===== src/rtl/imem_fetch_ctrl_pkg.sv =====
// Shared widths and types for the instruction-fetch path.
// Fetch packets carry the byte PC alongside the word so decode never has to
// reconstruct it.
package imem_fetch_ctrl_pkg;

  localparam int IMEM_ADDR_WIDTH = 16;
  localparam int IMEM_DATA_WIDTH = 32;
  localparam int IMEM_INST_BYTES = IMEM_DATA_WIDTH / 8;

  typedef logic [IMEM_ADDR_WIDTH-1:0] imem_addr_t;
  typedef logic [IMEM_DATA_WIDTH-1:0] imem_data_t;

  typedef struct packed {
    imem_addr_t pc;
    imem_data_t inst;
  } fetch_pkt_t;

  // Word-aligns a byte address (low two bits dropped).
  function automatic imem_addr_t word_align(imem_addr_t a);
    return a & ~imem_addr_t'(3);
  endfunction

endpackage


===== src/rtl/imem_if.sv =====
// Instruction memory port: ena/addr issued by the fetch controller, dout
// returned by the memory one cycle later (synchronous read).
interface imem_if;

  logic                                       ena;
  logic [imem_fetch_ctrl_pkg::IMEM_ADDR_WIDTH-1:0] addr;
  logic [imem_fetch_ctrl_pkg::IMEM_DATA_WIDTH-1:0] dout;

  modport ctrl_port (output ena, output addr, input dout);
  modport mem_port  (input ena, input addr, output dout);

endinterface


===== src/rtl/imem_fetch_ctrl_fifo.sv =====
// fetch_fifo: small synchronous FIFO of fetch packets.
// Flush wins over push/pop. Any DEPTH >= 2 works (pointers wrap explicitly,
// so DEPTH need not be a power of two). Storage is reset so the head reads
// zero out of reset.
module fetch_fifo
  import imem_fetch_ctrl_pkg::*;
#(
  parameter int DEPTH = 2
) (
  input  logic                       clk,
  input  logic                       rst,
  input  logic                       push,
  input  logic                       pop,
  input  logic                       flush,
  input  fetch_pkt_t                 din,
  output fetch_pkt_t                 dout,
  output logic                       empty,
  output logic [$clog2(DEPTH+1)-1:0] count
);

  localparam int PW = (DEPTH > 1) ? $clog2(DEPTH) : 1;
  localparam int CW = $clog2(DEPTH + 1);

  fetch_pkt_t    mem [DEPTH];
  logic [PW-1:0] rd_ptr, wr_ptr;
  logic          full, do_push, do_pop;

  function automatic logic [PW-1:0] ptr_inc(logic [PW-1:0] p);
    return (p == PW'(DEPTH - 1)) ? '0 : p + 1'b1;
  endfunction

  assign empty   = (count == '0);
  assign full    = (count == CW'(DEPTH));
  assign do_pop  = pop & ~empty;
  assign do_push = push & (~full | do_pop);
  assign dout    = mem[rd_ptr];

  // Pointer and occupancy tracking; flush empties the FIFO in one edge.
  always_ff @(posedge clk or posedge rst) begin
    if (rst) begin
      rd_ptr <= '0;
      wr_ptr <= '0;
      count  <= '0;
    end else if (flush) begin
      rd_ptr <= '0;
      wr_ptr <= '0;
      count  <= '0;
    end else begin
      if (do_push) wr_ptr <= ptr_inc(wr_ptr);
      if (do_pop)  rd_ptr <= ptr_inc(rd_ptr);
      count <= count + CW'(do_push) - CW'(do_pop);
    end
  end

  // Entry storage; written only on an accepted push.
  always_ff @(posedge clk or posedge rst) begin
    if (rst) begin
      for (int i = 0; i < DEPTH; i++) mem[i] <= '0;
    end else if (do_push && !flush) begin
      mem[wr_ptr] <= din;
    end
  end

  // The fetch credit scheme must never deliver a word into a full FIFO.
  a_no_overflow: assert property (@(posedge clk) disable iff (rst)
    !(push && !flush && full && !pop));

endmodule


===== src/rtl/imem_fetch_ctrl.sv =====
// imem_fetch_ctrl: instruction-fetch sequencer.
// Owns the PC, issues one-word reads to imem, buffers returned words in
// fetch_fifo and presents {pc, inst} to decode over valid/ready.
// Redirects flush everything buffered or in flight and reload the PC.
// Optional: define IFETCH_PERF_EN to add perf_issue_cnt / perf_stall_cnt.
module imem_fetch_ctrl
  import imem_fetch_ctrl_pkg::*;
#(
  parameter logic [IMEM_ADDR_WIDTH-1:0] RESET_VECTOR = '0,
  parameter int                         FIFO_DEPTH   = 2
) (
  input  logic                       clk,
  input  logic                       rst,
  imem_if.ctrl_port                  imem,
  input  logic                       fetch_en,
  input  logic                       redirect_valid,
  input  logic [IMEM_ADDR_WIDTH-1:0] redirect_pc,
  output logic                       inst_valid,
  input  logic                       inst_ready,
  output logic [IMEM_ADDR_WIDTH-1:0] inst_pc,
  output logic [IMEM_DATA_WIDTH-1:0] inst,
`ifdef IFETCH_PERF_EN
  output logic [31:0]                perf_issue_cnt,
  output logic [31:0]                perf_stall_cnt,
`endif
  output logic                       busy
);

  localparam int CW = $clog2(FIFO_DEPTH + 1);

  typedef enum logic [1:0] {S_IDLE, S_FETCH, S_HALT} fetch_state_e;

  fetch_state_e state_q, state_d;
  imem_addr_t   pc_q;
  imem_addr_t   inflight_pc_q;
  logic         inflight_q;

  logic         issue, room, pop, push, empty;
  logic [CW-1:0] occ;
  fetch_pkt_t   push_pkt, head_pkt;

  // State register.
  always_ff @(posedge clk or posedge rst) begin
    if (rst) state_q <= S_IDLE;
    else     state_q <= state_d;
  end

  // Next state: fetch_en starts/stops issue; redirect never changes state.
  always_comb begin
    state_d = state_q;
    case (state_q)
      S_IDLE:  if (fetch_en)  state_d = S_FETCH;
      S_FETCH: if (!fetch_en) state_d = S_HALT;
      S_HALT:  if (fetch_en)  state_d = S_FETCH;
      default:                state_d = S_IDLE;
    endcase
  end

  // Outputs: issue only when the FIFO is guaranteed a slot for the word,
  // counting the in-flight word and crediting this cycle's pop.
  // A redirect suppresses issue and hides the FIFO head in the same cycle.
  always_comb begin
    inst_valid = !empty && !redirect_valid;
    pop        = inst_valid && inst_ready;
    room       = (int'(occ) + int'(inflight_q) - int'(pop)) < FIFO_DEPTH;
    issue      = (state_q == S_FETCH) && !redirect_valid && room;
    push       = inflight_q && !redirect_valid;
    imem.ena   = issue;
    imem.addr  = issue ? pc_q : '0;
  end

  // PC and in-flight tracking; redirect flushes the outstanding word.
  always_ff @(posedge clk or posedge rst) begin
    if (rst) begin
      pc_q          <= RESET_VECTOR;
      inflight_q    <= 1'b0;
      inflight_pc_q <= '0;
    end else if (redirect_valid) begin
      pc_q          <= word_align(redirect_pc);
      inflight_q    <= 1'b0;
    end else begin
      inflight_q <= issue;
      if (issue) begin
        pc_q          <= pc_q + IMEM_ADDR_WIDTH'(IMEM_INST_BYTES);
        inflight_pc_q <= pc_q;
      end
    end
  end

  assign push_pkt = '{pc: inflight_pc_q, inst: imem.dout};

  fetch_fifo #(.DEPTH(FIFO_DEPTH)) u_fifo (
    .clk   (clk),
    .rst   (rst),
    .push  (push),
    .pop   (pop),
    .flush (redirect_valid),
    .din   (push_pkt),
    .dout  (head_pkt),
    .empty (empty),
    .count (occ)
  );

  assign inst_pc = head_pkt.pc;
  assign inst    = head_pkt.inst;
  assign busy    = !empty || inflight_q;

`ifdef IFETCH_PERF_EN
  // Free-running event counters; wrap naturally, untouched by redirect.
  always_ff @(posedge clk or posedge rst) begin
    if (rst) begin
      perf_issue_cnt <= '0;
      perf_stall_cnt <= '0;
    end else begin
      if (issue)                    perf_issue_cnt <= perf_issue_cnt + 32'd1;
      if (inst_valid && !inst_ready) perf_stall_cnt <= perf_stall_cnt + 32'd1;
    end
  end
`endif

endmodule

===== src/flat_wrapper.sv =====
// flat-port wrapper written by rule: the top's interface ports become plain ports
module imem_fetch_ctrl_flat import imem_fetch_ctrl_pkg::*;
#(
  parameter logic [IMEM_ADDR_WIDTH-1:0] RESET_VECTOR = '0,
  parameter int                         FIFO_DEPTH   = 2
)
  (clk, rst, fetch_en, redirect_valid, redirect_pc, inst_valid, inst_ready, inst_pc, inst, busy, imem_ena, imem_addr, imem_dout);
  imem_if imem_i ();
  input  logic clk;
  input  logic rst;
  input  logic fetch_en;
  input  logic redirect_valid;
  input  logic [IMEM_ADDR_WIDTH-1:0] redirect_pc;
  output logic inst_valid;
  input  logic inst_ready;
  output logic [IMEM_ADDR_WIDTH-1:0] inst_pc;
  output logic [IMEM_DATA_WIDTH-1:0] inst;
  output logic busy;
  output wire logic [$bits(imem_i.ena)-1:0] imem_ena;
  output wire logic [$bits(imem_i.addr)-1:0] imem_addr;
  input wire logic [$bits(imem_i.dout)-1:0] imem_dout;
  assign imem_ena = imem_i.ena;
  assign imem_addr = imem_i.addr;
  assign imem_i.dout = imem_dout;
  imem_fetch_ctrl #(.RESET_VECTOR(RESET_VECTOR), .FIFO_DEPTH(FIFO_DEPTH)) u_core (.clk(clk), .rst(rst), .imem(imem_i), .fetch_en(fetch_en), .redirect_valid(redirect_valid), .redirect_pc(redirect_pc), .inst_valid(inst_valid), .inst_ready(inst_ready), .inst_pc(inst_pc), .inst(inst), .busy(busy));
endmodule

===== config.mk =====
export PLATFORM = sky130hd
export DESIGN_NAME = imem_fetch_ctrl_flat
export DESIGN_NICKNAME = d
export VERILOG_FILES = /design/src/rtl/imem_fetch_ctrl_pkg.sv /design/src/rtl/imem_if.sv /design/src/rtl/imem_fetch_ctrl_fifo.sv /design/src/rtl/imem_fetch_ctrl.sv /design/src/flat_wrapper.sv
export SDC_FILE = /design/constraint.sdc
export NUM_CORES = 1
export LEC_CHECK = 0
export BUFFER_PORTS_ARGS = -buffer_cell sky130_fd_sc_hd__buf_2
export CAP_MARGIN = 20
export CORE_MARGIN = 10
export CORE_UTILIZATION = 35
export CTS_CLUSTER_DIAMETER = 100
export DETAILED_ROUTE_END_ITERATION = 7
export GPL_TIMING_DRIVEN = 0
export SLEW_MARGIN = 10
export SYNTH_ARGS = -nofsm -noshare
export SYNTH_HDL_FRONTEND = slang
export SYNTH_HIERARCHICAL = 1
export SYNTH_SLANG_ARGS = --single-unit

===== constraint.sdc =====
create_clock -name clk -period 3.7 [get_ports clk]
set_clock_uncertainty 0.15 [all_clocks]
set_input_delay 0.37 -clock clk [delete_from_list [all_inputs] [get_ports clk]]
set_output_delay 0.37 -clock clk [all_outputs]
set_load 0.03 [all_outputs]

### Word level (Yosys, flattened, before mapping)

Cells that the tools add are included.

* register bits after elaboration: 135
* latch bits: 0
* bits in writable memories: 0
* ROM bits: 0
* input bits: 53
* output and inout bits: 67
* logic and storage cells: 73
* memories kept: 0

* $add $sub $neg: 7
* multiply operators: 0
* divide/modulo/power cells: 0
* order comparisons: 4
* eq/ne operators: 5
* shift operators: 0
* multiplexer cells: 20
* bitwise logic cells: 8
* reductions and logical operators: 18

Operator list (count)
* $mux 48: 4
* $bwmux 96: 1
* $demux 48 s1: 1
* $mux 16: 3
* $lt 32x3->1 const B: 1
* $sub 32x2->32: 1
* $add 16x3->16 const B: 1
* $logic_and 1x1->1: 7
* $mux 1: 7
* $mux 2: 3
* $reduce_bool 2->1: 3
* $eq 2x2->1 const B: 2
* $ge 2x2->1 const B: 2
* $logic_not 2->1: 2
* $not 1->2: 2
* $pmux 2 s2: 1
* $reduce_and 2->1: 2
* $add 2x1->3: 1
* $not 1->1: 3
* $add 1x1->1 const B: 2
* $add 2x1->2: 1
* $and 1x1->1: 2
* $eq 2x1->1 const B: 1
* $logic_not 1->1: 2
* other kinds (7): 7

### Longest topological paths before layout

Gate-level depths: netlist (run 1).

* depth in word-level cells: 10
* depth in mapped cells: 12
* depth with buffers taken out: 10

### By module

The synthesis (run 1) kept the hierarchy.

By module, submodules not included
* fetch_fifo: times used 1, cells an instance 279, area an instance 4429.2 um^2, sequential area each 2502.4 um^2
* imem_fetch_ctrl: times used 1, cells an instance 170, area an instance 1717.9 um^2, sequential area each 775.7 um^2

### Worst setup path before layout (run 1)

No wires, ideal clock.

* path kind: flip-flop to output port
* start: register u_core.u_fifo.count[1]
* end: output port imem_ena
* arrival time: 3.029 ns
* data required time: 3.180 ns
* path slack: 0.151 ns
* stages on the path, launching flop included: 12
* path buffers: 2
* cell sequence: dfrtp_1 > nor2_1 > nor2_1 > and2_1 > nor2b_1 > o21ai_0 > fa_1 > xnor2_1 > a22oi_2 > clkbuf_1 > clkbuf_1 > nor3_1

* cells in the longest elaborated chain, start to end: 7
* elaborated cells between the ends (all ways): 8
* those cells by class: 2 x add/sub; 1 x order compare; 5 x reduce/logical

Ends and longest elaborated chain
* start, declared: RTL line imem_fetch_ctrl_fifo.sv:18 `output logic [$clog2(DEPTH+1)-1:0] count`
* start signal, assigned: RTL line imem_fetch_ctrl_fifo.sv:51 `count <= count + CW'(do_push) - CW'(do_pop);`
* $logic_not 2->1: RTL line imem_fetch_ctrl_fifo.sv:32 `assign empty = (count == '0);`
* named net u_core.empty: RTL line imem_fetch_ctrl.sv:38 `logic issue, room, pop, push, empty;`
* $logic_not 1->1: RTL line imem_fetch_ctrl.sv:63 `inst_valid = !empty && !redirect_valid;`
* $logic_and 1x1->1: RTL line imem_fetch_ctrl.sv:63
* named net inst_valid: RTL line flat_wrapper.sv:14 `output logic inst_valid;`
* $logic_and 1x1->1: RTL line imem_fetch_ctrl.sv:64 `pop = inst_valid && inst_ready;`
* named net u_core.pop: RTL line imem_fetch_ctrl.sv:38
* $sub 32x2->32: RTL line imem_fetch_ctrl.sv:65 `room = (int'(occ) + int'(inflight_q) - int'(pop)) < FIFO_DEPTH;`
* $lt 32x3->1: RTL line imem_fetch_ctrl.sv:65
* $logic_and 1x1->1: RTL line imem_fetch_ctrl.sv:66 `issue = (state_q == S_FETCH) && !redirect_valid && room;`
* end, declared: RTL line flat_wrapper.sv:19 `output wire logic [$bits(imem_i.ena)-1:0] imem_ena;`

The timed path passes the listed nets, and every way through them passes these cells.

### Worst setup path in the final report (run 1)

* start: register u_core.u_fifo.count[1]
* end: output port imem_addr[10]

* cells in the longest elaborated chain, start to end: 8
* elaborated cells between the ends (all ways): 9
* those cells by class: 2 x add/sub; 1 x order compare; 1 x mux; 5 x reduce/logical

Ends and longest elaborated chain
* $logic_not 2->1: RTL line imem_fetch_ctrl_fifo.sv:32
* named net u_core.empty: RTL line imem_fetch_ctrl.sv:38
* $logic_not 1->1: RTL line imem_fetch_ctrl.sv:63
* $logic_and 1x1->1: RTL line imem_fetch_ctrl.sv:63
* $logic_and 1x1->1: RTL line imem_fetch_ctrl.sv:64
* named net u_core.pop: RTL line imem_fetch_ctrl.sv:38
* $sub 32x2->32: RTL line imem_fetch_ctrl.sv:65
* $lt 32x3->1: RTL line imem_fetch_ctrl.sv:65
* $logic_and 1x1->1: RTL line imem_fetch_ctrl.sv:66
* $mux 16: RTL line imem_fetch_ctrl.sv:69 `imem.addr = issue ? pc_q : '0;`
* end, declared: RTL line flat_wrapper.sv:20 `output wire logic [$bits(imem_i.addr)-1:0] imem_addr;`

The timed path passes the listed nets, and every way through them passes these cells.

==> results_dict.tcl, run 1 <==
set metrics [dict create \
    status "finished clean" \
    grt_pass1_vias 4478 \
    drv_cap 0 \
    period_share_pct 93.1 \
    ant_nets 0 \
    grt_pass1_wl_mm 23.4 \
    holdPathStages 3 \
    portBuffers 115 \
    netlist.top_cell.by_area "dfrtp_1" \
    min_delay_worst_endpoint "u_core/pc_q[3]" \
    synth-edff-count 0 \
    path_class "reg -> out" \
    rows 48 \
    firstDrtPassIters 4 \
    instances_no_fill 837 \
    hp-start "redirect_pc[3]" \
    area_growth_pct 28.1 \
    crit_chain "nor2_4 > nor2_1 > and2_1 > nor2b_1 > o21ai_0 > fa_1 > xnor2_1 > a22oi_2 > nor3_2 > buf_4 > and2_1 > buf_2" \
    totalWireLength_mm 14.2 \
    ir_worst_vdd_mv 0.363 \
    cts-buffers-inserted 17 \
    fin_nets 657 \
    critPathRequiredTime_ns 3.18 \
    power.switching_uw 1590 \
    die_h_um 153 \
    p_clk_share_pct 36.2 \
    dieArea_um2 23300 \
    cts_tree "done" \
    hp-class "in -> reg" \
    hold_violations 0 \
    cts_root_buf "clkbuf_16" \
    dominantRegCellSynth "dfrtp_1" \
    slowest_delay_ns 0.48 \
    wl_per_cell_um 16.9 \
    synth_area_per_cell_um2 13.7 \
    die_w_um 153 \
    synth_top_area_share_pct 53.3 \
    via_per_inst 4.90 \
    synth.area.top_cells "dfrtp_1, mux2_2, mux2_4, and2_1, or4_1" \
    yosys.cell_types.count 43 \
    combPwrFrac_pct 26.8 \
    pwr-share-seq_pct 37.0 \
    tns_ns 0 \
    crit_path_end_kind "output port" \
    drive_above_1_share_pct 55.9 \
    synthCells 449 \
    max_freq_mhz 290 \
    htreeDepth 4 \
    post-dp-hpwl_mm 10.5 \
    clk_latency_ns 0.41 \
    reg2reg_to "u_core/inflight_pc_q[7]" \
    crit_path_top_delay_cell "dfrtp_2" \
    grt_use_total_pct 12.4 \
    r2r_start "u_core/u_fifo/count[1]" \
    cpMostUsedCell "and2_1" \
    synth-seq-cells 131 \
    cts.sinks 131 \
    critPathArrivalTime_ns 2.92 \
    leakage_uw 0.00369 \
    yosys_warnings 6 \
    maxSlewHeadroom_pct 50.8 \
    finalPower_uw 5280 \
    final-setup-viol-count 0 \
    dp_cells 796 \
    clockBufferDepth 2 \
    swShare_pct 30.1 \
    cp_max_fo 10 \
    start_kind "flop" \
    clk_pin_slew_ns 0.05 \
    worst-r2r-cell-count 13 \
    syn-cell-area_um2 6150 \
    slew_viol_final 0 \
    r2r_setup_slack_ns 0.67 \
    grt_start_max_net_pins 56 \
    async_reset_ff_share_pct 100 \
    place_congestion 0.921 \
    synth-seq-area-share_pct 53.3 \
    drtIter0Drc 136 \
    tightest_slew_ns 0.739 \
    vias 4101 \
    core_um2 17200 \
    io_pins 120 \
    antenna_found_initial 0 \
    internal-power_uw 3690 \
    overflow 0 \
    rsz0062_at_grt "yes" \
    drc_errors 0 \
    powerDensity_nw_per_um2 671 \
    initial_core_util_pct 35.7 \
    antenna_cells 0 \
    fin_crit_ns 3.44 \
]
==> power groups by stage <==
stage / Clock [uW] / Combinational [uW] / Sequential (uW)
floorplan: 0 / 1060 / 1910
global placement: 0 / 1390 / 1950
detailed placement: 0 / 1420 / 1980
CTS: 1970 / 1430 / 1960
global route: 2030 / 1530 / 2010
finish: 1910 / 1410 / 1960
==> metal layers <==
layer	up-vias	GRT usage [%]	wire (um)
met5	-	0	0
met4	0	4.45	178
met3	18	3.78	778
met2	126	19.7	6650
met1	2030	15.7	6570
li1	1927	-	-
==> cell usage after synthesis (2+ instances only) <==
master    number
o21ai_0        2
nor3_1         2
buf_2          9
nor2_1        17
nand4_1        3
or4_1         11
buf_4          4
o31ai_1       10
nand2_1        7
o211ai_1       2
and2_1        15
clkbuf_1       6
dfrtp_1      131
buf_6          3
xnor2_1        3
nand3_1       10
inv_1          7
a31oi_1       11
nor2b_1        5
nand2b_1       3
buf_1          5
mux2_4        20
mux2_2       138
ha_1           4
a21oi_1        2
and3_1         2
==> critical path, delay by kind of cell (launching register included) <==
| family | cells | cell delay (ns) |
|---|---|---|
| compound gates | 2 | 0.21 |
| simple gates | 6 | 0.85 |
| xor+xnor | 1 | 0.17 |
| buf+inv | 2 | 0.41 |
| flops | 1 | 0.48 |
| fa+ha+maj | 1 | 0.40 |
==> what timing repair did <==
item / 4_1_cts / 5_1_grt
hold buffers: 2 / 0
endpoints found under the hold margin: 69 / 0
setup buffers: 0 / 9
resized for setup: 7 / 4
gates cloned: 0 / 0
endpoints found under the setup margin: 15 / 15
==> how the worst max path moves through the flow <==
| stage | startpoint | to | slack [ns] | cells past startpoint |
|---|---|---|---|---|
| after floorplan | u_core/u_fifo/count[1] | imem_ena | 0.15 | 11 |
| after global placement | rst | u_core/u_fifo/mem[56] | -0.47 | 2 |
| after detailed placement | u_core/u_fifo/count[1] | imem_ena | 0.15 | 12 |
| after CTS | u_core/u_fifo/count[1] | imem_addr[12] | 0.1 | 12 |
| after global routing | u_core/u_fifo/count[1] | imem_addr[10] | -0.006 | 12 |
| final | u_core/u_fifo/count[1] | imem_addr[10] | 0.26 | 12 |
==> kinds of logic (layout without fill, tap and decap cells) <==
| group | after synthesis | after routing | share of synthesized area [%] |
|---|---|---|---|
| compound gates | 33 | 33 | 3.85 |
| xor+xnor | 4 | 4 | 0.570 |
| fa+ha+maj | 5 | 5 | 1.14 |
| buf+inv | 35 | 193 | 2.95 |
| flops | 131 | 131 | 53.3 |
| mux | 158 | 158 | 30.2 |
| other cells | 1 | 6 | 0.0610 |
| simple gates | 82 | 82 | 7.94 |
==> state kept, by name, summed over array words and instances (netlist names) <==
register,count
u_core/state_q,2
u_core/u_fifo/rd_ptr,1
u_core/u_fifo/wr_ptr,1
u_core/pc_q,14
u_core/inflight_q,1
u_core/inflight_pc_q,14
u_core/u_fifo/mem,96
u_core/u_fifo/count,2
==> layout by cell type (no fill, tap or decap), drive strengths merged, types with 2 or more instances in the layout <==
cell,Yosys,final
a21oi,2,2
a31oi,11,11
and2,15,15
and3,2,2
buf,21,147
bufinv,0,6
clkbuf,7,25
clkinv,0,4
clkinvlp,0,2
conb,1,6
dfrtp,131,131
dlygate4sd3,0,2
ha,4,4
inv,7,7
mux2,158,158
nand2,7,7
nand2b,3,3
nand3,10,10
nand4,3,3
nor2,17,17
nor2b,5,5
nor3,2,2
o211ai,2,2
o21ai,2,2
o31ai,10,10
or4,11,11
xnor2,3,3
==> through the flow <==
stage	setup WS [ns]	instance area (um2)	hold WS, ns	util (%)
detailed placement	0.146	7080	0.340	41.1
floorplan	0.151	6170	0.283	-
global route	-0.00621	7870	0.0369	45.7
CTS	0.0982	7800	0.00809	45.3
finish	0.255	7870	0.0314	45.7
global placement	-0.470	7020	0.330	40.7
==> final cells by class <==
class | instances | area, um2
Clock buffer | 20 | 467
Sequential cell | 131 | 3280
Tap cell | 225 | 282
Inverter | 7 | 28.8
Timing Repair Buffer | 128 | 718
Buffer | 26 | 153
Fill cell | 1583 | 9360
Clock inverter | 12 | 226
Multi-Input combinational cell | 288 | 2720
Power figures use the tool's default switching activity.
==> run 2: changes to the inputs <==
--- a/config.mk
+++ b/config.mk
@@ -6,11 +6,11 @@
 export NUM_CORES = 1
 export LEC_CHECK = 0
 export BUFFER_PORTS_ARGS = -buffer_cell sky130_fd_sc_hd__buf_2
-export CAP_MARGIN = 20
 export CORE_MARGIN = 10
 export CORE_UTILIZATION = 35
 export CTS_CLUSTER_DIAMETER = 100
 export DETAILED_ROUTE_END_ITERATION = 7
+export GPL_ROUTABILITY_DRIVEN = 0
 export GPL_TIMING_DRIVEN = 0
 export SLEW_MARGIN = 10
 export SYNTH_ARGS = -nofsm -noshare
==> constraint.sdc (replaced) <==
create_clock -name clk -period 3.7 [get_ports clk]
set_clock_uncertainty 0.15 [all_clocks]
set_input_delay 0.74 -clock clk [delete_from_list [all_inputs] [get_ports clk]]
set_output_delay 0.74 -clock clk [all_outputs]
set_load 0.03 [all_outputs]
==> run 2 against run 1 <==
Final area grew 0.54%; wire length grew 2.6%; power shrank 4.9%; die area is the same; register-to-register slack gained 0.03 ns; cell count shrank 0.24%; first-iteration DRC count grew 15%; non-clock buffer count shrank 1; combinational power grew 3%; critical path type unchanged; critical endpoint is now imem_addr[12]; largest cell class unchanged; largest power group unchanged.
==> results_dict.tcl, run 2 (synthesis gave the netlist of run 1 again) <==
set metrics [dict create \
    powerDensity_nw_per_um2 635 \
    crit_chain "nor2_4 > buf_6 > nor4b_4 > o21ai_2 > fa_2 > xnor2_2 > a22oi_2 > nor3_4 > buf_6 > and2_4 > buf_6" \
    cts.sinks 131 \
    via_per_inst 4.95 \
    holdBufCountCts 0 \
    firstDrtPassIters 4 \
    clockBufferDepth 2 \
    internal-power_uw 3440 \
    hold_violations 0 \
    r2r_setup_slack_ns 0.70 \
    status "finished clean" \
    die_w_um 153 \
    crit_path_end_kind "output port" \
    fin_util_pct 45.9 \
    dieArea_um2 23300 \
    critPathRequiredTime_ns 2.81 \
    leakage_uw 0.00368 \
    cpMostUsedCell "buf_6" \
    tightest_slew_ns 0.737 \
    swShare_pct 31.6 \
    fin_crit_ns 3.69 \
    combPwrFrac_pct 28.8 \
    hp-class "in -> async" \
    crit_path_top_delay_cell "dfrtp_2" \
    cp_max_fo 6 \
    drc_errors 0 \
    initial_core_util_pct 35.7 \
    grt_use_total_pct 12.4 \
    grt_pass1_vias 4445 \
    instances_no_fill 835 \
    p_clk_share_pct 32.4 \
    setup_slack_ns 0.0148 \
    totalWireLength_mm 14.5 \
    final_cell_area_um2 7920 \
    drive_above_1_share_pct 59.4 \
    rows 48 \
    slew_viol_final 0 \
    grt_pass1_wl_mm 23.2 \
    htreeDepth 4 \
    ant_nets 0 \
    nFillCells 1582 \
    critPathArrivalTime_ns 2.80 \
    area_growth_pct 28.8 \
    ir_worst_vdd_mv 0.331 \
    fin_nets 656 \
    maxSlewHeadroom_pct 50.9 \
    antenna_found_initial 0 \
    clk_pin_slew_ns 0.05 \
    cts_tree "done" \
    pre_cts_slack_ns -0.391 \
    die_h_um 153 \
    overflow 0 \
    cts_root_buf "clkbuf_16" \
    worst-r2r-cell-count 12 \
    place_area_um2 7060 \
    path_class "reg -> out" \
    clk_latency_ns 0.41 \
    slowest_delay_ns 0.41 \
    power.switching_uw 1590 \
    layout_commonest_cell "mux2_2" \
    finalPower_uw 5030 \
    final-setup-viol-count 0 \
    io_pins 120 \
    period_share_pct 99.6 \
    mostFrequentLayoutCells "mux2_2, dfrtp_1, buf_2" \
    drtIter0Drc 156 \
    dp_cells 795 \
    portBuffers 115 \
    rsz0062_at_grt "yes" \
    pwr-share-seq_pct 38.8 \
    drv_cap 0 \
    wl_per_cell_um 17.4 \
    core_um2 17200 \
    reg_top3 "u_core/u_fifo/mem (96), u_core/inflight_pc_q (14), u_core/pc_q (14)" \
    largest_reg_flops 96 \
    max_freq_mhz 271 \
    start_kind "flop" \
    regMostFlops "u_core/u_fifo/mem" \
    grt_start_max_net_pins 57 \
    cts-buffers-inserted 17 \
    post-dp-hpwl_mm 10.4 \
    vias 4134 \
]
run 2: power groups by stage:
stage,registers (uW),clock network (uW),logic (uW)
final,1950,1630,1450
after CTS,1950,1680,1440
after global routing,2000,1740,1550
after global placement,1950,0,1400
after detailed placement,1980,0,1420
after floorplan,1910,0,1060
run 2: repair_timing:
item                       CTS  global route
setup endpoints to repair   15            15
resized for setup           21            56
buffers inserted             6             4
pin swaps                    4             8
cloned                       0             1
run 2: stage by stage:
step	hold slack, ns	setup TNS (ns)
after floorplan	0.310	0
after global placement	0.330	-90.51
after detailed placement	0.330	-4.71
after CTS	0.254	-0.00132
after global routing	0.297	-2.33
final	0.258	0
run 2: critical path: cells and delay by family, from the launching register on:
| family | cells | cell delay, ns |
|---|---|---|
| DFF | 1 | 0.41 |
| xor gates and xnor gates | 1 | 0.17 |
| AOI/OAI and AO/OA | 2 | 0.20 |
| buffers and inverters | 3 | 0.40 |
| and+or+nand+nor | 4 | 0.81 |
| adders and majority gates | 1 | 0.38 |
run 2: area by class of cell:
type                       count  area [um2]  share of cell area (%)
sequential                   131        3280                    41.4
multi-input combinational    288        2790                    35.3
timing repair buffer         127         786                    9.93
clock buffer                  18         429                    5.42
tap                          225         282                    3.56
buffer                        26         175                    2.21
clock inverter                12         141                    1.79
inverter                       7        28.8                   0.364
antenna                        1        2.50                  0.0316
run 2: per-layer routing:
metal  vias up  global-route usage (%)  wire length [um]
li1       1920                       -                 -
met1      2039                    15.4              6470
met2       149                    19.2              6820
met3        26                    4.49              1030
met4         0                    4.86               226
met5         -                       0                 0
run 2: worst paths after layout:
| path | start | to |
|---|---|---|
| worst max-delay path | u_core/u_fifo/count[0] | imem_addr[12] |
| worst min register to register | u_core/state_q[0] | u_core/state_q[0] |
| worst min-delay path | rst | u_core/u_fifo/mem[34] |
| worst max register to register | u_core/u_fifo/count[0] | u_core/inflight_pc_q[9] |
| max in group asynchronous | rst | u_core/u_fifo/mem[13] |
| min in group clk | fetch_en | u_core/state_q[1] |
